--- src/rtl/cam_stream_arbiter_pkg.sv ---
// cam_stream_arbiter_pkg
// Shared definitions for the camera stream arbiter:
//   - arbiter FSM state encodings (2 bits)
//   - stream word layout (17 bits, bit 16 = start-of-frame)
//   - source identifiers for src_sel / active_src
package cam_stream_arbiter_pkg;

  localparam int WORD_W  = 17;
  localparam int SOF_BIT = 16;

  localparam logic SRC_CAM = 1'b0;
  localparam logic SRC_PAT = 1'b1;

  typedef enum logic [1:0] {
    ST_WAIT_CALIB = 2'd0,
    ST_WAIT_SOF   = 2'd1,
    ST_STREAM     = 2'd2,
    ST_DROP       = 2'd3
  } arb_state_t;

endpackage

--- src/rtl/cam_stream_arbiter_sync_2ff.sv ---
// sync_2ff
// Generic two-flop level synchroniser for slow, quasi-static signals
// crossing into the PixelClk domain.
// Ports:
//   PixelClk  destination clock
//   nRST      asynchronous active-low reset (output resets to 0)
//   d         asynchronous input level
//   q         synchronised level, two PixelClk edges behind d
module sync_2ff #(
  parameter int WIDTH = 1
) (
  input  logic             PixelClk,
  input  logic             nRST,
  input  logic [WIDTH-1:0] d,
  output logic [WIDTH-1:0] q
);

  logic [WIDTH-1:0] meta;

  always_ff @(posedge PixelClk or negedge nRST) begin
    if (!nRST) begin
      meta <= '0;
      q    <= '0;
    end else begin
      meta <= d;
      q    <= meta;
    end
  end

endmodule

--- src/rtl/cam_stream_arbiter.sv ---
// cam_stream_arbiter
// Frame-aligned arbiter between the camera handler and the debug pattern
// generator, feeding the 17-bit camera-input FIFO in front of the PSRAM
// video controller. The stream is held off until PSRAM calibration is
// done, sources only change on frame boundaries, and any partial frame
// that reaches the FIFO is flagged on overflow_n / drop_cnt.
// Ports:
//   PixelClk, nRST        clock, asynchronous active-low reset
//   init_done             PSRAM calibration done (other clock domain)
//   src_sel               requested source (0 camera, 1 pattern)
//   cam_data, cam_valid   camera words (cannot be stalled)
//   pat_data, pat_valid   pattern words
//   pat_ready             pattern back-pressure
//   fifo_full             FIFO full flag
//   fifo_data, fifo_wr_en FIFO write port
//   active_src            source owning the current/last frame
//   stream_on             high while a frame is being forwarded
//   overflow_n            sticky fault flag, active low
//   drop_cnt              saturating count of aborted frames
module cam_stream_arbiter
  import cam_stream_arbiter_pkg::*;
#(
  parameter int FRAME_WIDTH  = 640,
  parameter int FRAME_HEIGHT = 480,
  parameter int DROP_CNT_W   = 8
) (
  input  logic                  PixelClk,
  input  logic                  nRST,
  input  logic                  init_done,
  input  logic                  src_sel,
  input  logic [WORD_W-1:0]     cam_data,
  input  logic                  cam_valid,
  input  logic [WORD_W-1:0]     pat_data,
  input  logic                  pat_valid,
  output logic                  pat_ready,
  input  logic                  fifo_full,
  output logic [WORD_W-1:0]     fifo_data,
  output logic                  fifo_wr_en,
  output logic                  active_src,
  output logic                  stream_on,
  output logic                  overflow_n,
  output logic [DROP_CNT_W-1:0] drop_cnt
);

  localparam int FRAME_PIXELS = FRAME_WIDTH * FRAME_HEIGHT;
  localparam int CNT_W        = $clog2(FRAME_PIXELS + 1);
  localparam logic [CNT_W-1:0] PEN_PIX = CNT_W'(FRAME_PIXELS - 1);
  localparam logic [CNT_W-1:0] ONE_PIX = CNT_W'(1);

  arb_state_t        state, state_nxt;
  logic [CNT_W-1:0]  pix_cnt, pix_cnt_nxt;
  logic              active_src_nxt;
  logic              init_sync;
  logic              drop_inc;
  logic              fault;
  logic              wr;
  logic              cand_src;
  logic [WORD_W-1:0] sel_data;
  logic              sel_valid;
  logic              sel_sof;

  sync_2ff #(.WIDTH(1)) u_init_sync (
    .PixelClk (PixelClk),
    .nRST     (nRST),
    .d        (init_done),
    .q        (init_sync)
  );

  // While hunting for a frame start the candidate follows src_sel live;
  // once a frame is open the owner is frozen in active_src.
  assign cand_src  = (state == ST_WAIT_SOF) ? src_sel : active_src;
  assign sel_data  = (cand_src == SRC_PAT) ? pat_data  : cam_data;
  assign sel_valid = (cand_src == SRC_PAT) ? pat_valid : cam_valid;
  assign sel_sof   = sel_data[SOF_BIT];

  always_comb begin
    state_nxt      = state;
    pix_cnt_nxt    = pix_cnt;
    active_src_nxt = active_src;
    drop_inc       = 1'b0;
    fault          = 1'b0;
    wr             = 1'b0;
    pat_ready      = 1'b0;

    if (!init_sync) begin
      // Losing calibration kills any open frame; it counts as dropped.
      state_nxt   = ST_WAIT_CALIB;
      pix_cnt_nxt = '0;
      if (state == ST_STREAM) drop_inc = 1'b1;
    end else begin
      case (state)
        ST_WAIT_CALIB: begin
          state_nxt = ST_WAIT_SOF;
        end

        ST_WAIT_SOF: begin
          // Pattern words ahead of SOF are consumed and thrown away so the
          // generator never stalls waiting for a frame start.
          pat_ready = (src_sel == SRC_PAT);
          if (sel_valid && sel_sof && !fifo_full) begin
            wr             = 1'b1;
            active_src_nxt = src_sel;
            pix_cnt_nxt    = ONE_PIX;
            state_nxt      = ST_STREAM;
          end
        end

        ST_STREAM: begin
          pat_ready = (active_src == SRC_PAT) && !fifo_full;
          if (sel_valid) begin
            if (fifo_full) begin
              // The pattern simply stalls; a camera word is lost for good.
              if (active_src == SRC_CAM) begin
                drop_inc    = 1'b1;
                fault       = 1'b1;
                pix_cnt_nxt = '0;
                state_nxt   = ST_DROP;
              end
            end else begin
              wr = 1'b1;
              if (sel_sof) begin
                // Short frame: flag it, but keep the new SOF as a fresh start.
                drop_inc    = 1'b1;
                fault       = 1'b1;
                pix_cnt_nxt = ONE_PIX;
              end else if (pix_cnt == PEN_PIX) begin
                pix_cnt_nxt = '0;
                state_nxt   = ST_WAIT_SOF;
              end else begin
                pix_cnt_nxt = pix_cnt + ONE_PIX;
              end
            end
          end
        end

        ST_DROP: begin
          if (!fifo_full) state_nxt = ST_WAIT_SOF;
        end

        default: begin
          state_nxt = ST_WAIT_CALIB;
        end
      endcase
    end
  end

  always_ff @(posedge PixelClk or negedge nRST) begin
    if (!nRST) begin
      state      <= ST_WAIT_CALIB;
      pix_cnt    <= '0;
      active_src <= SRC_CAM;
      overflow_n <= 1'b1;
      drop_cnt   <= '0;
    end else begin
      state      <= state_nxt;
      pix_cnt    <= pix_cnt_nxt;
      active_src <= active_src_nxt;
      if (fault) overflow_n <= 1'b0;
      if (drop_inc && (drop_cnt != '1)) drop_cnt <= drop_cnt + 1'b1;
    end
  end

  // Data is zeroed when not writing so the FIFO port is quiet in reset.
  assign fifo_wr_en = wr;
  assign fifo_data  = wr ? sel_data : '0;
  assign stream_on  = (state == ST_STREAM);

endmodule
--- config.mk ---
export PLATFORM = sky130hd
export DESIGN_NAME = cam_stream_arbiter
export DESIGN_NICKNAME = d
export VERILOG_FILES = /design/src/rtl/cam_stream_arbiter_pkg.sv /design/src/rtl/cam_stream_arbiter_sync_2ff.sv /design/src/rtl/cam_stream_arbiter.sv
export SDC_FILE = /design/constraint.sdc
export NUM_CORES = 1
export LEC_CHECK = 0
export BUFFER_PORTS_ARGS = -buffer_cell sky130_fd_sc_hd__buf_4
export CAP_MARGIN = 20
export CORE_AREA = 2 2 77 79
export CTS_BUF_LIST = sky130_fd_sc_hd__clkbuf_8
export DETAILED_ROUTE_END_ITERATION = 16
export DIE_AREA = 0 0 79 81
export GPL_TIMING_DRIVEN = 1
export PLACE_DENSITY = 0.69
export SLEW_MARGIN = 20
export SYNTH_ARGS = -nofsm -noshare
export SYNTH_HDL_FRONTEND = slang
export SYNTH_HIERARCHICAL = 1
export SYNTH_SLANG_ARGS = --single-unit
--- constraint.sdc ---
create_clock -name PixelClk -period 6.2 [get_ports PixelClk]
set_clock_uncertainty 0.15 [all_clocks]
set_input_delay 0.31 -clock PixelClk [delete_from_list [all_inputs] [get_ports PixelClk]]
set_output_delay 0.31 -clock PixelClk [all_outputs]
set_load 0.03 [all_outputs]
==> run metrics <==
asr flop ratio synth=100%; Cell Area, Placed=2910 sq um; type of the worst setup path=reg -> out; Clock Sinks=33; vias=2,342; post-route cell area=3040 sq um; vias per inst=5.48; Post-Route Setup TNS=0 ps; number of global-route vias before repair=2,100; Period minus WS final=3670 ps; pin count of the biggest net entering global routing=34; clock latency on the worst-skew pair=290 ps; pre-CTS setup slack=2840 ps; full die area=6400 sq um; Congestion Overflow GR=0; worst vdd rail ir drop=239 uV; placed cell count=417; Avg Inst Size Synth=8.28 sq um; switch share=40.1%; Root Buffer=clkbuf_8; Num CTS Buffers=5; # rows=28; fillers=526; Max Slew Vio Count=0; chip height=81 um; global-route wire length before repair=9490 um; Pint=0.531 mW; leakage=1.28 nW; slack of the critical path=2530 ps; hpwl dp=4170 um; Chip Width=79 um; maxcap violations=0; Critical Path Source Type=flip-flop; # diodes=0; Final nets=397; final WL=5970 um; Post-synth EDFFs=0; Switching Power=0.355 mW; Pwr Density=291 nW/um^2; worst-case clock buffer depth=2; Max Fclk=0.273 GHz; Synth Flop Type=dfrtp_1; Synth Instances=289; Mapped Nets=335; Seq/Total Area, Yosys=34.6%; gr usage total=18.2%; Tcrit/Tclk final=59.2%; Yosys reg bits=33; initial antenna violation count=0; Arr. time, crit path=3210 ps; Initial Util=42.2%; HP Class=in -> reg; clock share of power=23.6%; layout cells sized above 1=27.8%; dominant cell type by area after synthesis=dfrtp_1; RSZ-0062 raised after global routing=no; Fin. Hold Viols=0; remaining antenna violation count after routing=0; combinational power share=44.6%; P&R area growth vs syn=27.2%; mapped cell area=2390 sq um; CTS tree=done; required time worst endpoint=5740 ps; Iter 0 DRT Violations=111; post-synth top area share=33.5%; Flop pwr share=31.8%; Layout Cells excl Fill=427; Reg clk slew, reported paths=70 ps; highest net fanout along the worst path=19; Synth Warn #=6; I/O pins=71; drt drc=0; GPL Wtd Cong=0.859; worst relative slew slack=30.9%; DRT Pass-1 Iters=4; port buffer count=70; synth unique cells=48; endpoint class of the critical path=primary output; core area=5680 sq um; drt wl/cell=14.0 um; status=completed; Slew @ Worst Pin=1030 ps; largest cells by area after synthesis=dfrtp_1 (33%), nand2_1 (8.2%), nand4_1 (4.7%); final setup fails=0; CTS HTree Levels=2
-- final cells by class --
class,instances,area [sq um],area share [%]
flip-flops and latches,33,827,27.2
well taps,75,93.8,3.08
clock inverters,2,33.8,1.11
repair buffers,72,546,17.9
clock buffers,6,82.6,2.71
inverters,15,56.3,1.85
multi-input cells,224,1400,46.1
-- path summary, 6_finish.rpt --
| path | from | end | slack, ps | depth (start not counted) |
|---|---|---|---|---|
| setup reg to reg | state[1] | pix_cnt[14] | 2840 | 7 |
| setup / recovery | state[1] | fifo_data[11] | 2530 | 8 |
| max in group asynchronous | nRST | overflow_n | 5210 | 2 |
| hold reg to reg | u_init_sync/meta | u_init_sync/q | 210 | 0 |
| hold / removal | src_sel | active_src | 180 | 2 |
| min in group asynchronous | nRST | pix_cnt[6] | 360 | 2 |
-- per-layer routing --
metal | track usage [%] | up-vias | share of wire (%)
met2 | 32.5 | 93 | 46
met4 | 3.62 | 0 | 0.57
met3 | 5.11 | 4 | 9.1
li1 | - | 1175 | -
met5 | 0 | - | 0
met1 | 22.2 | 1070 | 44
-- synth_stat cells (2+ instances only) --
cell and instances:
xor2_1 5, buf_2 3, nor3_1 5, buf_6 5
o21ai_0 3, nor2_1 5, and3_1 4, nand3_1 18
a21oi_1 21, mux2i_1 9, o21ai_1 3, nor4_1 2
ha_1 5, mux2_4 2, mux2_2 5, a21oi_2 5
nand2_1 52, inv_1 15, and4_1 2, o22ai_1 10
nand2b_1 4, clkbuf_1 9, nor2b_1 3, a31oi_1 16
dfrtp_1 32, or3_1 6, a21boi_0 2, nand4_1 18
-- flip-flops by register name (all words and copies together) (netlist names) --
name / cells
pix_cnt: 19
drop_cnt: 8
state: 2
active_src: 1
overflow_n: 1
u_init_sync/meta: 1
u_init_sync/q: 1
-- worst max-delay path, cell delays in order, from the launching register on --
cell and delay, ps:
dfrtp_1 410, inv_1 60, ha_1 420, mux2i_4 600, nand2_1 100, a211o_1 280, or3_1 600, a21oi_1 240
buf_4 190
-- per-stage QoR --
| stage | total power, mW | hold WS, ps | utilization (%) |
|---|---|---|---|
| 6_report | 0.886 | 175 | 53.6 |
| 5_1_grt | 0.949 | 180 | 53.6 |
| 4_1_cts | 0.894 | 176 | 53.6 |
| 3_5_place_dp | 0.682 | 136 | 51.2 |
| 3_3_place_gp | 0.679 | 139 | 51.2 |
| 2_1_floorplan | 0.581 | -136 | - |
-- cells in the final DEF (no fill, tap or decap), types with 9 or more instances in the layout --
master,netlist,routed
nand2_1,52,52
mux2i_1,9,9
a31oi_1,16,16
o22ai_1,10,10
dfrtp_1,32,32
a21oi_1,21,21
inv_1,15,16
buf_4,0,70
nand4_1,18,18
nand3_1,18,18
-- logic make-up (layout without fill, tap and decap cells) --
group / Yosys count / count (layout) / synth area share [%]
AO/OA/AOI/OAI: 70 / 70 / 18.6
XOR/XNOR: 5 / 5 / 1.83
adder cells (fa/ha/maj): 5 / 5 / 2.62
buffers and inverters: 32 / 95 / 6.75
flip-flops: 33 / 33 / 34.6
multiplexers: 17 / 17 / 8.32
AND/OR/NAND/NOR: 127 / 127 / 27.3
-- timing repair --
action / in CTS / in global routing
hold buffers: 2 / 0
gates resized for setup: 0 / 0
setup buffers: 0 / 0
hold endpoints to repair: 33 / 0
-- power by group through the flow --
stage	Clock [mW]	Combinational, mW	Sequential (mW)
2_1_floorplan	0	0.261	0.320
3_3_place_gp	0	0.394	0.285
3_5_place_dp	0	0.397	0.285
4_1_cts	0.212	0.400	0.282
5_1_grt	0.222	0.439	0.288
6_report	0.209	0.395	0.282
Note: power is estimated with default switching activity, not from simulation.
